**src/rtl/riscv_defines.sv**
```systemverilog
// Shared encodings for the decoded control bundle handed from decode to execute.
package riscv_defines;

    typedef enum logic [1:0] {
        CFLOW_NONE   = 2'd0,
        CFLOW_BRANCH = 2'd1,
        CFLOW_JAL    = 2'd2,
        CFLOW_JALR   = 2'd3
    } cflow_mode_e;

    typedef enum logic [1:0] {
        SYSOP_NORMAL = 2'd0,
        SYSOP_ECALL  = 2'd1,
        SYSOP_EBREAK = 2'd2,
        SYSOP_MRET   = 2'd3
    } sysop_mode_e;

    typedef enum logic [2:0] {
        IMM_I = 3'd0,
        IMM_S = 3'd1,
        IMM_B = 3'd2,
        IMM_U = 3'd3,
        IMM_J = 3'd4,
        IMM_Z = 3'd5
    } immsrc_e;

    typedef enum logic [1:0] {
        SRCA_RS1  = 2'd0,
        SRCA_PC   = 2'd1,
        SRCA_ZERO = 2'd2
    } alusrc_a_e;

    typedef enum logic {
        SRCB_RS2 = 1'b0,
        SRCB_IMM = 1'b1
    } alusrc_b_e;

    typedef enum logic [1:0] {
        ALUOP_ADD   = 2'd0,
        ALUOP_ARITH = 2'd1,
        ALUOP_MUL   = 2'd2
    } aluop_e;

    typedef enum logic [1:0] {
        MEM_NONE  = 2'd0,
        MEM_READ  = 2'd1,
        MEM_WRITE = 2'd2
    } memaccess_e;

    typedef enum logic [1:0] {
        RESULT_ALU     = 2'd0,
        RESULT_MEM     = 2'd1,
        RESULT_PCPLUS4 = 2'd2,
        RESULT_CSR     = 2'd3
    } resultsrc_e;

endpackage

```
**src/rtl/control_decode_queue.sv**
```systemverilog
// Decode front-end: decodes fetched words on intake and buffers the decoded
// bundles in a small FIFO. Serialising instructions (FENCE.I, ECALL, EBREAK,
// MRET) optionally block further intake until they leave the queue.
module control_decode_queue
    import riscv_defines::*;
#(
    parameter int unsigned DEPTH     = 2,
    parameter bit          EN_M      = 1'b0,
    parameter bit          SERIALIZE = 1'b1
) (
    input  logic        clk,
    input  logic        rst_n,
    input  logic        flush,
    input  logic        in_valid,
    output logic        in_ready,
    input  logic [31:0] in_instr,
    input  logic [31:0] in_pc,
    output logic        out_valid,
    input  logic        out_ready,
    output logic [31:0] out_pc,
    output logic [31:0] out_instr,
    output logic [4:0]  out_rd,
    output logic [4:0]  out_rs1,
    output logic [4:0]  out_rs2,
    output cflow_mode_e out_cflow_mode,
    output sysop_mode_e out_sysop_mode,
    output immsrc_e     out_immsrc,
    output alusrc_a_e   out_alusrc_a,
    output alusrc_b_e   out_alusrc_b,
    output aluop_e      out_aluop,
    output memaccess_e  out_memaccess,
    output resultsrc_e  out_resultsrc,
    output logic        out_fencei,
    output logic        out_regwrite,
    output logic        out_is_rtype,
    output logic        out_is_alt,
    output logic        out_illegal_op
);

    localparam int unsigned PTR_W = $clog2(DEPTH);
    localparam int unsigned CNT_W = $clog2(DEPTH + 1);

    localparam logic [6:0] OPC_LOAD    = 7'b0000011;
    localparam logic [6:0] OPC_MISCMEM = 7'b0001111;
    localparam logic [6:0] OPC_OPIMM   = 7'b0010011;
    localparam logic [6:0] OPC_AUIPC   = 7'b0010111;
    localparam logic [6:0] OPC_STORE   = 7'b0100011;
    localparam logic [6:0] OPC_OP      = 7'b0110011;
    localparam logic [6:0] OPC_LUI     = 7'b0110111;
    localparam logic [6:0] OPC_BRANCH  = 7'b1100011;
    localparam logic [6:0] OPC_JALR    = 7'b1100111;
    localparam logic [6:0] OPC_JAL     = 7'b1101111;
    localparam logic [6:0] OPC_SYSTEM  = 7'b1110011;

    localparam logic [6:0] F7_BASE = 7'b0000000;
    localparam logic [6:0] F7_ALT  = 7'b0100000;
    localparam logic [6:0] F7_MUL  = 7'b0000001;

    typedef struct packed {
        logic [31:0] pc;
        logic [31:0] instr;
        cflow_mode_e cflow_mode;
        sysop_mode_e sysop_mode;
        immsrc_e     immsrc;
        alusrc_a_e   alusrc_a;
        alusrc_b_e   alusrc_b;
        aluop_e      aluop;
        memaccess_e  memaccess;
        resultsrc_e  resultsrc;
        logic        fencei;
        logic        regwrite;
        logic        is_rtype;
        logic        is_alt;
        logic        illegal_op;
    } entry_t;

    entry_t             mem_q [DEPTH];
    entry_t             entry_d;
    entry_t             head;
    logic [PTR_W-1:0]   wr_ptr_q;
    logic [PTR_W-1:0]   rd_ptr_q;
    logic [CNT_W-1:0]   count_q;
    logic [CNT_W-1:0]   count_d;
    logic [CNT_W-1:0]   ser_q;
    logic [CNT_W-1:0]   ser_d;
    logic               accept;
    logic               pop;
    logic               ser_in;
    logic               ser_head;

    logic [6:0]  opcode;
    logic [2:0]  funct3;
    logic [6:0]  funct7;
    logic [11:0] imm12;

    assign opcode = in_instr[6:0];
    assign funct3 = in_instr[14:12];
    assign funct7 = in_instr[31:25];
    assign imm12  = in_instr[31:20];

    // Decode the offered word into the entry that would be written on accept.
    always_comb begin
        entry_d       = '0;
        entry_d.pc    = in_pc;
        entry_d.instr = in_instr;
        case (opcode)
            OPC_OP: begin
                if (funct7 == F7_BASE || funct7 == F7_ALT) begin
                    entry_d.regwrite = 1'b1;
                    entry_d.is_rtype = 1'b1;
                    entry_d.aluop    = ALUOP_ARITH;
                    entry_d.is_alt   = (funct7 == F7_ALT);
                end else if (funct7 == F7_MUL && EN_M) begin
                    entry_d.regwrite = 1'b1;
                    entry_d.is_rtype = 1'b1;
                    entry_d.aluop    = ALUOP_MUL;
                end else begin
                    entry_d.illegal_op = 1'b1;
                end
            end
            OPC_OPIMM: begin
                entry_d.regwrite = 1'b1;
                entry_d.aluop    = ALUOP_ARITH;
                entry_d.alusrc_b = SRCB_IMM;
                entry_d.immsrc   = IMM_I;
                entry_d.is_alt   = (funct7 == F7_ALT);
            end
            OPC_LOAD: begin
                entry_d.regwrite  = 1'b1;
                entry_d.memaccess = MEM_READ;
                entry_d.aluop     = ALUOP_ADD;
                entry_d.alusrc_b  = SRCB_IMM;
                entry_d.immsrc    = IMM_I;
                entry_d.resultsrc = RESULT_MEM;
            end
            OPC_STORE: begin
                entry_d.memaccess = MEM_WRITE;
                entry_d.aluop     = ALUOP_ADD;
                entry_d.alusrc_b  = SRCB_IMM;
                entry_d.immsrc    = IMM_S;
            end
            OPC_LUI: begin
                entry_d.regwrite = 1'b1;
                entry_d.alusrc_a = SRCA_ZERO;
                entry_d.alusrc_b = SRCB_IMM;
                entry_d.immsrc   = IMM_U;
            end
            OPC_AUIPC: begin
                entry_d.regwrite = 1'b1;
                entry_d.alusrc_a = SRCA_PC;
                entry_d.alusrc_b = SRCB_IMM;
                entry_d.immsrc   = IMM_U;
            end
            OPC_BRANCH: begin
                entry_d.cflow_mode = CFLOW_BRANCH;
                entry_d.immsrc     = IMM_B;
            end
            OPC_JAL: begin
                entry_d.cflow_mode = CFLOW_JAL;
                entry_d.immsrc     = IMM_J;
                entry_d.resultsrc  = RESULT_PCPLUS4;
                entry_d.regwrite   = 1'b1;
            end
            OPC_JALR: begin
                entry_d.cflow_mode = CFLOW_JALR;
                entry_d.immsrc     = IMM_I;
                entry_d.alusrc_b   = SRCB_IMM;
                entry_d.resultsrc  = RESULT_PCPLUS4;
                entry_d.regwrite   = 1'b1;
            end
            OPC_MISCMEM: begin
                entry_d.fencei = (funct3 == 3'b001);
            end
            OPC_SYSTEM: begin
                if (funct3 == 3'b000) begin
                    case (imm12)
                        12'h000: entry_d.sysop_mode = SYSOP_ECALL;
                        12'h001: entry_d.sysop_mode = SYSOP_EBREAK;
                        12'h302: entry_d.sysop_mode = SYSOP_MRET;
                        12'h105: entry_d.sysop_mode = SYSOP_NORMAL;  // WFI retires as a no-op
                        default: entry_d.illegal_op = 1'b1;
                    endcase
                end else begin
                    entry_d.immsrc    = IMM_Z;
                    entry_d.resultsrc = RESULT_CSR;
                    entry_d.regwrite  = 1'b1;
                end
            end
            default: entry_d.illegal_op = 1'b1;
        endcase
    end

    assign head      = mem_q[rd_ptr_q];
    assign out_valid = (count_q != '0);
    assign in_ready  = (count_q != CNT_W'(DEPTH)) && ((ser_q == '0) || !SERIALIZE);
    assign accept    = in_valid && in_ready && !flush;
    assign pop       = out_valid && out_ready && !flush;
    assign ser_in    = entry_d.fencei || (entry_d.sysop_mode != SYSOP_NORMAL);
    assign ser_head  = head.fencei || (head.sysop_mode != SYSOP_NORMAL);

    // Next occupancy and next count of queued serialising entries.
    always_comb begin
        count_d = count_q;
        if (accept && !pop) begin
            count_d = count_q + CNT_W'(1);
        end else if (pop && !accept) begin
            count_d = count_q - CNT_W'(1);
        end
        ser_d = ser_q;
        if (accept && ser_in && !(pop && ser_head)) begin
            ser_d = ser_q + CNT_W'(1);
        end else if (pop && ser_head && !(accept && ser_in)) begin
            ser_d = ser_q - CNT_W'(1);
        end
        if (!SERIALIZE) begin
            ser_d = '0;
        end
    end

    // FIFO storage, pointers and counters; flush empties the queue at the next edge.
    always_ff @(posedge clk or negedge rst_n) begin
        if (!rst_n) begin
            mem_q    <= '{default: '0};
            wr_ptr_q <= '0;
            rd_ptr_q <= '0;
            count_q  <= '0;
            ser_q    <= '0;
        end else if (flush) begin
            wr_ptr_q <= '0;
            rd_ptr_q <= '0;
            count_q  <= '0;
            ser_q    <= '0;
        end else begin
            count_q <= count_d;
            ser_q   <= ser_d;
            if (accept) begin
                mem_q[wr_ptr_q] <= entry_d;
                wr_ptr_q        <= wr_ptr_q + PTR_W'(1);
            end
            if (pop) begin
                rd_ptr_q <= rd_ptr_q + PTR_W'(1);
            end
        end
    end

    assign out_pc         = head.pc;
    assign out_instr      = head.instr;
    assign out_rd         = head.instr[11:7];
    assign out_rs1        = head.instr[19:15];
    assign out_rs2        = head.instr[24:20];
    assign out_cflow_mode = head.cflow_mode;
    assign out_sysop_mode = head.sysop_mode;
    assign out_immsrc     = head.immsrc;
    assign out_alusrc_a   = head.alusrc_a;
    assign out_alusrc_b   = head.alusrc_b;
    assign out_aluop      = head.aluop;
    assign out_memaccess  = head.memaccess;
    assign out_resultsrc  = head.resultsrc;
    assign out_fencei     = head.fencei;
    assign out_regwrite   = head.regwrite;
    assign out_is_rtype   = head.is_rtype;
    assign out_is_alt     = head.is_alt;
    assign out_illegal_op = head.illegal_op;

endmodule

```
**config.mk**
```make
export PLATFORM = sky130hd
export DESIGN_NAME = control_decode_queue
export DESIGN_NICKNAME = d
export VERILOG_FILES = /design/src/rtl/riscv_defines.sv /design/src/rtl/control_decode_queue.sv
export SDC_FILE = /design/constraint.sdc
export NUM_CORES = 1
export LEC_CHECK = 0
export BUFFER_PORTS_ARGS = -buffer_cell sky130_fd_sc_hd__clkbuf_2
export CAP_MARGIN = 20
export CORE_MARGIN = 5
export CORE_UTILIZATION = 50
export CTS_CLUSTER_DIAMETER = 50
export DETAILED_ROUTE_END_ITERATION = 10
export GPL_ROUTABILITY_DRIVEN = 0
export MAX_ROUTING_LAYER = met4
export PLACE_DENSITY = 0.86
export REMOVE_ABC_BUFFERS = 1
export SLEW_MARGIN = 10
export SYNTH_ARGS = -nofsm -noshare
export SYNTH_HDL_FRONTEND = slang
export SYNTH_SLANG_ARGS = --single-unit
```
**constraint.sdc**
```tcl
create_clock -name clk -period 2.1 [get_ports clk]
set_input_delay 0.42 -clock clk [delete_from_list [all_inputs] [get_ports clk]]
set_output_delay 0.42 -clock clk [all_outputs]
set_load 0.01 [all_outputs]
```
==> reports/qor.yml <==
floorplanning:
  rows: 46
  die_h_um: 137.6
  design.die.area_um2: 18940
  start_util_pct: 51.07
  io_pins: 171
  core_um2: 15940
  die_x_um: 137.6
power_and_ir_drop:
  peakVddDrop_v: 0.0006121
  powerDensity_nw_per_um2: 987.6
  p_comb_share_pct: 24.4
  internal_power_mw: 7.153
  pwr-share-seq_pct: 43.5
  switchingPower_mw: 3.021
  leakagePower_nw: 5.393
  sw_frac_of_total_pct: 29.69
  power_frac_clock_pct: 32.1
cells_and_area:
  layout.cells.non_filler: 1291
  fill_cells: 1255
  area_growth_pct: 26.52
  drive_above_1_share_pct: 32.93
  multi_input_area_um2: 3496
  regArea_um2: 4358
  diodes: 0
  finalNetCount: 1132
sta:
  post-route-period-util_pct: 101.9
  hold_viol: 0
  hold_ws_ps: 199.3
  slew_viol_final: 0
  setup_tns_ps: -1520
  rsz0062_at_grt: "true"
  setup_viol: 77
  max_freq_mhz: 467.1
  fin_skew_ps: 9.001
  min_period_ps: 2141
  worst_slack_ps: -40.93
setup_path:
  crit_arrival_ps: 1720
  path_class: "reg2out"
  required_ps: 1680
  cp_max_fo: 7
  endpoint_kind: "primary output"
  slowest_stage: "dfrtp_4"
  cp_slowest_stage_delay_ps: 520
  crit_chain: "buf_12, clkbuf_16, mux2_2, clkbuf_2"
  start_kind: "flip-flop"
drt:
  vias: 6818
  drtIter0Drc: 479
  viasPerCell: 5.281
  remaining_drc_errors: 0
  drt-total-wl_um: 21820
  antenna_left: 0
  drtPass1Iterations: 5
  wire_per_inst_um: 16.90
yosys:
  yosysMostFrequentCell: "nand2_1"
  ys_warn_count: 0
  netlist_area_um2: 8142
  synth_cells: 894
  synth_edf_count: 0
  ys_ff_latch: 174
  yosysSeqAreaShare_pct: 53.48
  syn_avg_cell_area_um2: 9.107
  yosysTopAreaCellShare_pct: 53.48
  synth_area_leaders: "dfrtp_1, nand2_1, mux2_2, o21ai_0, clkbuf_1"
  synth_cell_types: 51
  synth-main-ff-cell: "dfrtp_1"
  async_flop_share_pct: 100.0
  synth_common_cells: "nand2_1, dfrtp_1, mux2_2"
  synth.largest_area_cell: "dfrtp_1"
flow_run:
  drv_cap: 0
placed_design:
  io_buffers: 169
  placedCellCount: 1247
  hpwl_um: 13790
clocking:
  cts_max_level: 4
  cts_buffers: 17
  cts_max_path_buffers: 2
  cts.sinks: 174
  clkTransAtPathRegs_ps: 70
  insertion_delay_ps: 420
  cts_tree: "done"
  cts_root_buffer: "clkbuf_16"
grt:
  grt_pass1_vias: 6755
  overflow: 0
  track_usage_pct: 23.02
  grt_max_degree: 67
  antenna_found_initial: 0
  grt_pass1_wl_um: 33420
outcome:
  failed_checks: "setup timing"
  outcome: "finished, violations left"
min_path:
  hold_class: "in2reg"
-- sequential cells by signal, summed over array words and instances (netlist names) --
| register | flops |
|---|---|
| count_q | 2 |
| mem_q | 168 |
| rd_ptr_q | 1 |
| ser_q | 2 |
| wr_ptr_q | 1 |
-- per-layer routing --
layer  vias to the layer above  track usage, %  part of all wire, %
met4                         0           8.647                  2.4
met2                       271           37.01                   51
met5                         -               -                    0
met3                        37           4.237                  6.3
met1                      3295           29.20                   40
li1                       3215               -                    -
-- worst max-delay path: cells and delay by family, from the launching register on --
family	cells	cell delay (ps)
buf+inv	3	460
flops	1	520
mux	1	300
-- final timing paths --
kind | start | to | slack, ps | cells after the start
min in group asynchronous | rst_n | mem_q[14] | 500 | 2
worst min-delay path | in_pc[13] | mem_q[151] | 200 | 3
worst max register to register | rd_ptr_q | ser_q[0] | 40 | 7
worst max-delay path | rd_ptr_q | out_resultsrc[0] | -40 | 4
max in group asynchronous | rst_n | mem_q[19] | 980 | 3
worst min register to register | mem_q[144] | mem_q[144] | 470 | 2
-- final cells by class --
class | count | share of cell area (%)
clock inverter | 12 | 1.555
inverter | 2 | 0.07288
tap | 216 | 2.624
timing repair buffer | 220 | 15.11
clock buffer | 19 | 4.397
sequential | 174 | 42.31
multi-input combinational | 648 | 33.94
-- cells by family (layout without fill, tap and decap cells) --
group	Yosys count	count (layout)	synth area share (%)
buf+inv	72	253	4.257
simple gates	486	486	24.39
flops	174	174	53.48
xor+xnor	4	4	0.4304
mux	92	92	12.71
compound gates	65	65	4.687
other cells	1	1	0.04606
-- timing repair --
item,CTS,global route
hold buffers,1,0
endpoints found under the hold margin,40,0
setup buffers,1,4
resized for setup,12,37
pin swaps,0,1
gates cloned,1,6
setup endpoints to repair,97,97
-- layout by cell type (no fill, tap or decap), types with 3 or more instances in the layout --
cell type and count:
buf_6 20, clkbuf_16 20, mux2_2 84, a21oi_1 4, a211oi_1 3, nand2b_1 4
nand4_1 4, nand3_1 3, buf_4 31, clkbuf_2 152, nor4bb_1 3, nor2_1 15
nor2b_1 3, xor2_1 3, mux2_4 7, or3_1 3, nand2_1 424, o21ai_0 39
bufinv_16 3, buf_12 9, nor3_1 6, dfrtp_1 173, clkinvlp_4 4
-- power by group through the flow --
stage	Sequential, mW	Clock [mW]	Combinational, mW
after floorplan	4.39	0	1.33
after global placement	4.42	0	2.19
after detailed placement	4.47	0	2.25
after CTS	4.42	3.33	2.32
after global routing	4.50	3.48	2.76
final	4.42	3.27	2.48
-- stage by stage --
step / util (%) / power (mW) / cell area, um^2 / setup slack [ps]
after global routing: 64.61 / 10.73 / 10300 / -90.45
final: 64.61 / 10.17 / 10300 / -40.93
after detailed placement: 58.53 / 6.719 / 9331 / -116.3
after global placement: 58.53 / 6.601 / 9331 / -110.7
after CTS: 62.95 / 10.07 / 10040 / -80.83
after floorplan: - / 5.719 / 7802 / -3053
Note: power is estimated with default switching activity, not from simulation.
